$ cat src/rtl/pulse_sequencer.sv
// pulse_sequencer: per-period pulse-1/CPMG pulse train and receiver-blanking gate with period-boundary parameter shadowing
module pulse_sequencer #(
  parameter int PER_SHIFT = 16,
  parameter int CNT_W = 17
) (
  input  logic        clk,
  input  logic        rst,
  input  logic [7:0]  per,
  input  logic [15:0] p1wid,
  input  logic [15:0] del,
  input  logic [15:0] p2wid,
  input  logic [7:0]  cp,
  input  logic        pu,
  input  logic        bl,
  input  logic [15:0] p_bl_off,
  input  logic        rxd,
  output logic        pulse,
  output logic        inhib,
  output logic        sync,
  output logic        overrun
);
  localparam int PC_W = 8 + PER_SHIFT;
  typedef enum logic [2:0] {IDLE, LOAD, P1, DEL, P2, HOLD, WAIT} state_t;
  typedef struct packed {
    logic [7:0]  per;
    logic [7:0]  cp;
    logic [15:0] p1wid;
    logic [15:0] del;
    logic [15:0] p2wid;
    logic [15:0] p_bl_off;
    logic        pu;
    logic        bl;
  } shadow_t;
  state_t state_q, state_d;
  shadow_t sh_q, sh_d;
  logic [CNT_W-1:0] cnt_q, cnt_d;
  logic [7:0] rem_q, rem_d, seq_rem;
  logic [PC_W-1:0] pc_q, pc_d;
  logic pulse_q, pulse_d, inhib_q, inhib_d, sync_q, sync_d, overrun_q, overrun_d;
  logic in_seq, expire, last;
  assign in_seq = state_q inside {P1, DEL, P2, HOLD};
  assign last = cnt_q == CNT_W'(1);
  assign expire = state_q != IDLE && pc_q == (PC_W'(sh_q.per) << PER_SHIFT) - PC_W'(1);
  assign pulse = pulse_q;
  assign inhib = inhib_q;
  assign sync = sync_q;
  assign overrun = overrun_q;
  always_ff @(posedge clk or posedge rst)
    if (rst) begin
      state_q <= IDLE;
      sh_q <= '0;
      cnt_q <= '0;
      rem_q <= '0;
      pc_q <= '0;
      pulse_q <= 1'b0;
      inhib_q <= 1'b0;
      sync_q <= 1'b0;
      overrun_q <= 1'b0;
    end else begin
      state_q <= state_d;
      sh_q <= sh_d;
      cnt_q <= cnt_d;
      rem_q <= rem_d;
      pc_q <= pc_d;
      pulse_q <= pulse_d;
      inhib_q <= inhib_d;
      sync_q <= sync_d;
      overrun_q <= overrun_d;
    end
  always_comb begin
    state_d = state_q;
    cnt_d = cnt_q - CNT_W'(1);
    rem_d = rem_q;
    seq_rem = state_q == LOAD ? sh_q.cp : state_q == DEL ? rem_q - 8'd1 : rem_q;
    if (state_q == IDLE || rxd || expire)
      state_d = |per ? LOAD : IDLE;
    else if (state_q == LOAD && |sh_q.p1wid) begin
      state_d = P1;
      cnt_d = CNT_W'(sh_q.p1wid);
      rem_d = sh_q.cp;
    end else if (state_q == DEL && last && |sh_q.p2wid) begin
      state_d = P2;
      cnt_d = CNT_W'(sh_q.p2wid);
      rem_d = seq_rem;
    end else if (state_q == HOLD && last)
      state_d = WAIT;
    else if (state_q == LOAD || (in_seq && last)) begin
      if (|seq_rem && |sh_q.del) begin
        state_d = DEL;
        cnt_d = state_q inside {LOAD, P1} ? CNT_W'(sh_q.del) : CNT_W'(sh_q.del) << 1;
        rem_d = seq_rem;
      end else if (|seq_rem && |sh_q.p2wid) begin
        state_d = P2;
        cnt_d = CNT_W'(sh_q.p2wid);
        rem_d = seq_rem - 8'd1;
      end else if (|sh_q.p_bl_off) begin
        state_d = HOLD;
        cnt_d = CNT_W'(sh_q.p_bl_off);
      end else
        state_d = WAIT;
    end
    pc_d = state_d inside {IDLE, LOAD} ? '0 : pc_q + PC_W'(1);
    sh_d = state_d == LOAD ? shadow_t'({per, cp, p1wid, del, p2wid, p_bl_off, pu, bl}) : sh_q;
  end
  always_comb begin
    sync_d = state_d == LOAD;
    overrun_d = sync_d && expire && !rxd && in_seq;
    pulse_d = state_d == P2 || (state_d == P1 && sh_q.pu);
    inhib_d = sh_q.bl && state_d inside {P1, DEL, P2, HOLD};
  end
endmodule
$ cat config.mk
export PLATFORM = sky130hd
export DESIGN_NAME = pulse_sequencer
export DESIGN_NICKNAME = d
export VERILOG_FILES = /design/src/rtl/pulse_sequencer.sv
export SDC_FILE = /design/constraint.sdc
export NUM_CORES = 1
export LEC_CHECK = 0
export ABC_AREA = 1
export BUFFER_PORTS_ARGS = -buffer_cell sky130_fd_sc_hd__buf_4
export CORE_UTILIZATION = 40
export CTS_BUF_LIST = sky130_fd_sc_hd__clkbuf_2
export CTS_CLUSTER_DIAMETER = 60
export DETAILED_ROUTE_END_ITERATION = 10
export SLEW_MARGIN = 5
export SYNTH_ARGS = -nofsm -noshare
export SYNTH_HDL_FRONTEND = slang
export SYNTH_SLANG_ARGS = --single-unit
$ cat constraint.sdc
create_clock -name clk -period 13.1 [get_ports clk]
set_clock_uncertainty 0.15 [all_clocks]
set_input_delay 1.965 -clock clk [delete_from_list [all_inputs] [get_ports clk]]
set_output_delay 1.965 -clock clk [all_outputs]
set_load 0.05 [all_outputs]
==> impl_metrics.csv, run 1 <==
group,metric,value,unit
yosys,synth_compound_area_frac,0.09547,
power_and_ir_drop,sw_frac_of_total,0.4651,
yosys,synth_commonest_cells,"nand2_1 (420), dfrtp_1 (138), inv_1 (115)",
routing,wl_per_cell,15.33,um
sta,finalHoldViolCount,0,
yosys,yosysMostFrequentCell,"nand2_1",
routing,avgViaCountPerCell,5.097,
layout,final_cell_count_no_fill,1517,
place,place_area,9140,um^2
sta,max-slew-margin-rel,0.3525,
setup_path,crit_type,"register to register",
power_and_ir_drop,peakVddDrop,0.00007743,V
power_and_ir_drop,p_comb_frac,0.420,
sta,hold_ws,0.3292,ns
power_and_ir_drop,p_per_area,155.9,nW/um^2
yosys,synth_cells,1164,
layout,regArea,3453,um^2
layout,drive_gt1_frac,0.1445,
setup_path,crit_required,13.62,ns
power_and_ir_drop,power_leakage,4.768,nW
sta,period_needed,4.614,ns
grt,grt_max_degree,77,
floorplan,num_rows,52,
grt,grt_pass1_vias,7458,
clock_network,clkTransAtPathRegs,0.25,ns
sta,min_period_over_period,0.3522,
setup_path,critPathLaunchType,"register",
yosys,ys_ff_latch,138,
layout,nFillCells,2160,
clock_network,clk_latency,0.75,ns
place,gp_congestion,0.9168,
clock_network,clk_path_buf_depth,2,
status,outcome,"completed",
clock_network,htree_levels,4,
layout,area_delta_synth_final,12.50,%
sta,setup_viol,0,
floorplan,die_h,146.4,um
sta,timing.final.max_slew_violations,0,
job,cap_violations,0,
yosys,synth_seq_area_share,0.4143,
clock_network,cts-hold-fix-buffers,0,
setup_path,worstPathMaxFanout,76,
setup_path,cp-end-kind,"register",
routing,routed_wirelength,23.26,mm
yosys,ys_types,45,
floorplan,num_io_pins,89,
clock_network,cts_root_buf,"clkbuf_2",
power_and_ir_drop,p_sw,0.6798,mW
layout,final_util,0.4620,
layout,multi_input_area,4179,um^2
sta,finalWorstSetupSlack,8.486,ns
hold_path,hold_class,"register to register",
clock_network,cts_setup_buffers,0,
routing,ant_nets,0,
grt,grt_overflow,0,
yosys,synth_top_area_frac,0.4143,
routing,first_pass_iters,5,
place,dp_hpwl,16.75,mm
sta,tns,0,ns
clock_network,ctsResizeCount,0,
place,place.port_buffers,88,
yosys,synth.avg_cell_area,7.161,um^2
routing,vias,7732,
yosys,synth_edf_count,0,
yosys,synthAdderAreaFrac,0.01051,
place,placedCellCount,1484,
yosys,ys.flop_type,"dfrtp_1",
yosys,synth_top_family_by_area,"simple AND/OR/NAND/NOR gates",
floorplan,die-area,21420,um^2
routing,drc,0,
floorplan,die_w,146.4,um
sta,worstMarginPinSlew,0.9713,ns
place,place_ws,7.879,ns
grt,grt_pass1_wl,38.60,mm
sta,rsz0062_at_grt,"no",
yosys,synthMuxAreaShare,0.01486,
setup_path,arrival,5.13,ns
yosys,synth_area_leaders,"dfrtp_1 (41%), nand2_1 (19%), inv_1 (5.2%)",
clock_network,cts_tree,"yes",
power_and_ir_drop,power,1.462,mW
yosys,syn_area,8335,um^2
floorplan,initial_utilization,0.4106,
clock_network,clock_sinks,138,
grt,grtUsageTotal,0.2286,
floorplan,core-area,20300,um^2
yosys,synth_largest_area_cell,"dfrtp_1",
yosys,synth-xor-area-share,0.03588,
yosys,yosysWarnings,0,
clock_network,cts_buffers,17,
yosys,synthSimpleGateAreaFrac,0.3446,
grt,antenna_found_initial,1,
sta,clock.fmax,216.7,MHz
yosys,async_flop_share,1.000,
power_and_ir_drop,pwr-share-seq,0.400,
power_and_ir_drop,power.internal,0.7818,mW
layout,fin_area,9378,um^2
routing,drt_first_iter_violations,576,
layout,fin_nets,1325,
yosys,syn_nets,1256,
power_and_ir_drop,p_clk_frac,0.180,
==> cells in the final DEF, fill, tap and decap left out, types with 2 or more instances in the layout <==
cell type	instances
nor4_1	19
nor3b_1	4
ha_1	7
nand3_4	2
xnor2_1	4
nor2_4	3
mux2_2	11
nand2_1	420
nor3_1	16
o21bai_1	3
o21ai_0	75
nor2_1	85
nand3b_1	4
a221oi_1	5
a21oi_1	44
nand3_2	8
o21ai_1	12
nand4_1	17
buf_4	93
inv_1	114
clkinv_2	2
dfrtp_1	138
xor2_1	25
o22ai_1	2
xnor3_1	2
inv_8	6
a21boi_1	2
or2_2	2
nor2_2	6
nand2_2	11
clkbuf_2	17
a22oi_1	2
inv_6	7
nand3_1	57
and3_1	3
inv_2	7
==> kinds of logic after synthesis <==
group | count (synthesis)
xor gates and xnor gates | 31
and+or+nand+nor | 661
buffers and inverters | 167
DFF | 138
muxes | 11
adders and majority gates | 7
AOI/OAI and AO/OA | 149
==> metal layers <==
metal / GRT usage / vias to the layer above / share of wire
met5: 0 / - / 0
met4: 0.06510 / 0 / 0.018
met3: 0.04750 / 28 / 0.068
met2: 0.3514 / 253 / 0.44
met1: 0.3243 / 3585 / 0.47
li1: - / 3866 / -
==> registers in the layout, indices dropped and copies added, names as in the netlist <==
register and count:
inhib 1, cnt_q 17, rem_q 8, sync 1, overrun 1, sh_q 82, pulse 1, pc_q 24
state_q 3
==> path summary, 6_finish.rpt <==
path	start	endpoint	slack, ns	cells past startpoint
worst min-delay path	pc_q[0]$_DFF_PP0_	pc_q[0]$_DFF_PP0_	0.33	1
min in group asynchronous	rst	sh_q[15]$_DFFE_PP0N_	1.09	2
worst max register to register	sh_q[74]$_DFFE_PP0N_	sh_q[50]$_DFFE_PP0N_	8.49	16
worst min register to register	pc_q[0]$_DFF_PP0_	pc_q[0]$_DFF_PP0_	0.33	1
worst max-delay path	sh_q[74]$_DFFE_PP0N_	sh_q[50]$_DFFE_PP0N_	8.49	16
max in group asynchronous	rst	pc_q[11]$_DFF_PP0_	10.26	3
==> power by group through the flow <==
stage / Combinational (mW) / Sequential [mW] / Clock, mW
detailed placement: 0.606 / 0.592 / 0
CTS: 0.611 / 0.583 / 0.273
finish: 0.614 / 0.585 / 0.262
global route: 0.701 / 0.597 / 0.291
global placement: 0.601 / 0.590 / 0
floorplan: 0.464 / 0.573 / 0
==> critical path: stages, from the launching register on <==
cell and delay, ns:
dfrtp_1 0.45, inv_1 0.10, ha_1 0.20, nand3_1 0.12, nor2_1 0.10, nand2_1 0.06, xor2_1 0.14, nand2_1 0.07
nor2_1 0.11, nand4_1 0.14, nand2_1 0.09, buf_4 0.47, nand2_2 0.67, clkinv_2 0.68, buf_4 0.67, nand2_1 0.13
o21ai_0 0.11
==> cell type report <==
| class | count | share of cell area |
|---|---|---|
| well taps | 270 | 0.03602 |
| flip-flops and latches | 138 | 0.3682 |
| clock buffers | 17 | 0.009073 |
| multi-input cells | 859 | 0.4456 |
| clock inverters | 15 | 0.01601 |
| diodes | 1 | 0.0002668 |
| inverters | 124 | 0.05030 |
| repair buffers | 93 | 0.07445 |
Power figures use the tool's default switching activity.
==> run 2: changes to the inputs <==
clock period = 4.35 ns   (was 13.1 ns; I/O delays follow)
==> run 2 against run 1 <==
Compared with the run above:
- clock-buffer cell count up 1
- combinational power rose to 3.1 times the previous value
- cell count up 5.7%
- clock power rose to 3.2 times the previous value
- maximum frequency up 32%
- non-clock buffer count up 87
- critical path depth up 1
- setup slack worse by 7.6 ns
- final area up 9.7%
- global-route usage up 0.84 points
- first-iteration DRC count down 8.3%
==> impl_metrics.csv, run 2 (synthesis gave the netlist of run 1 again) <==
group,metric,value,unit
status,outcome,"completed",
grt,grt_max_degree,74,
setup_path,worstPathMaxFanout,32,
clock_network,cts-hold-fix-buffers,83,
sta,period_needed,3.488,ns
grt,grt_overflow,0,
sta,timing.final.max_slew_violations,0,
layout,largest_reg_flops,82,
job,cap_violations,0,
routing,wl_per_cell,15.06,um
clock_network,ctsResizeCount,0,
sta,setup_viol,0,
grt,grt_pass1_wl,40.09,mm
grt,grtUsageTotal,0.2369,
sta,hold_ws,0.07796,ns
layout,layout_commonest_cell,"nand2_1",
grt,grt_pass1_vias,7762,
layout,final_cell_mix,"nand2_1 (420), dfrtp_1 (138), inv_1 (114), buf_4 (95), nor2_1 (85)",
routing,drt_first_iter_violations,528,
power_and_ir_drop,p_per_area,440.3,nW/um^2
power_and_ir_drop,p_comb_frac,0.427,
power_and_ir_drop,p_clk_frac,0.183,
setup_path,arrival,3.96,ns
routing,first_pass_iters,7,
sta,worstMarginPinSlew,0.8814,ns
clock_network,cts_setup_buffers,0,
layout,drive_gt1_frac,0.1380,
grt,antenna_found_initial,1,
setup_path,crit_slowest_cell,"dfrtp_1",
place,place_area,9194,um^2
floorplan,die-area,21420,um^2
routing,drc,0,
floorplan,initial_utilization,0.4106,
layout,fin_area,10280,um^2
clock_network,htree_levels,4,
place,dp_hpwl,17.27,mm
clock_network,clkTransAtPathRegs,0.21,ns
sta,min_period_over_period,0.8018,
routing,avgViaCountPerCell,4.998,
routing,routed_wirelength,24.16,mm
layout,largest-register,"sh_q",
clock_network,cts_root_buf,"clkbuf_2",
floorplan,num_io_pins,89,
setup_path,crit_required,4.82,ns
power_and_ir_drop,peakVddDrop,0.0001938,V
sta,tns,0,ns
floorplan,die_h,146.4,um
setup_path,r2r_setup_slack,0.86,ns
setup_path,worstPathCellList,"inv_2 -> nor2_2 -> nand2_2 -> inv_2 -> a21oi_1 -> ha_1 -> inv_1 -> nor2_2 -> nand3_4 -> nand2_4 -> nand2_1 -> inv_1 -> nand2_1 -> nand3_1 -> o21ai_0 -> nand2_1 -> o21ai_1",
sta,max-slew-margin-rel,0.4112,
clock_network,clock_sinks,138,
place,gp_congestion,0.8908,
clock_network,clk_path_buf_depth,2,
clock_network,clk_latency,0.74,ns
power_and_ir_drop,power_leakage,5.135,nW
layout,final_util,0.5066,
power_and_ir_drop,power.internal,2.505,mW
power_and_ir_drop,p_sw,2.022,mW
place,place.port_buffers,88,
layout,fin_nets,1412,
layout,reg_top3,"sh_q x82, pc_q x24, cnt_q x17",
power_and_ir_drop,sw_frac_of_total,0.4467,
sta,rsz0062_at_grt,"no",
setup_path,crit_type,"register to register",
floorplan,die_w,146.4,um
power_and_ir_drop,pwr-share-seq,0.389,
routing,ant_nets,0,
setup_path,cp_common_cell,"nand2_1",
hold_path,hold_class,"input pin to register",
sta,clock.fmax,286.7,MHz
setup_path,critPathLaunchType,"register",
clock_network,cts_buffers,17,
setup_path,cp-end-kind,"register",
floorplan,num_rows,52,
sta,finalHoldViolCount,0,
layout,area_delta_synth_final,23.37,%
floorplan,core-area,20300,um^2
setup_path,cpPeakStageDelay,0.49,ns
routing,vias,8017,
clock_network,cts_tree,"yes",
[run 2: cell types whose count changed in the layout (fill, tap and decap cells not counted), sizes merged]
cell / change
dlygate4sd3: +83
clkinvlp: +4
clkinv: +2
clkbuf: +1
bufinv: +2
buf: +4
inv: -9
[run 2: layout make-up]
cell class | count | area, um^2
clock buffers | 18 | 90.09
inverters | 124 | 470.5
diodes | 1 | 2.502
flip-flops and latches | 138 | 3453
clock inverters | 14 | 166.4
multi-input cells | 859 | 4179
repair buffers | 180 | 1584
well taps | 270 | 337.8
fillers | 2035 | 10020
[run 2: worst paths after layout]
check                                          start              endpoint  cells after the start
worst max-delay path            state_q[0]$_DFF_PP0_  rem_q[1]$_DFFE_PP0P_                     17
worst min-delay path                     p_bl_off[0]   sh_q[2]$_DFFE_PP0N_                      3
min in group asynchronous                        rst    cnt_q[4]$_DFF_PP0_                      3
max in group asynchronous                        rst     pc_q[7]$_DFF_PP0_                      4
worst max register to register  state_q[0]$_DFF_PP0_  rem_q[1]$_DFFE_PP0P_                     17
worst min register to register     pc_q[0]$_DFF_PP0_     pc_q[0]$_DFF_PP0_                      1
[run 2: layer usage]
metal / track usage / routed length (um) / vias up
li1: - / - / 4038
met1: 0.3377 / 11780 / 3742
met2: 0.3612 / 10620 / 211
met3: 0.04375 / 1203 / 26
met4: 0.07865 / 556 / 0
met5: 0 / 0 / -
[run 2: critical path: cells and delay by family, from the launching register on]
kind,cells,cell delay [ns]
compound gates,3,0.65
fa+ha+maj,1,0.24
buf+inv,4,0.50
flops,1,0.49
simple gates,9,1.37
[run 2: stage by stage]
| stage | total power [mW] | instances | setup WS (ns) |
|---|---|---|---|
| after detailed placement | 3.634 | 1488 | 0.9246 |
| after CTS | 4.540 | 1603 | 0.9264 |
| after global routing | 4.905 | 1604 | 0.5001 |
| final | 4.528 | 1604 | 0.8622 |
| after global placement | 3.621 | 1488 | 0.9270 |
| after floorplan | 3.124 | 1164 | 1.826 |
[run 2: power by group through the flow]
stage / Combinational, mW / Sequential, mW / Clock (mW)
finish: 1.93 / 1.76 / 0.830
detailed placement: 1.85 / 1.79 / 0
global route: 2.19 / 1.80 / 0.910
floorplan: 1.40 / 1.73 / 0
CTS: 1.92 / 1.76 / 0.861
global placement: 1.84 / 1.78 / 0
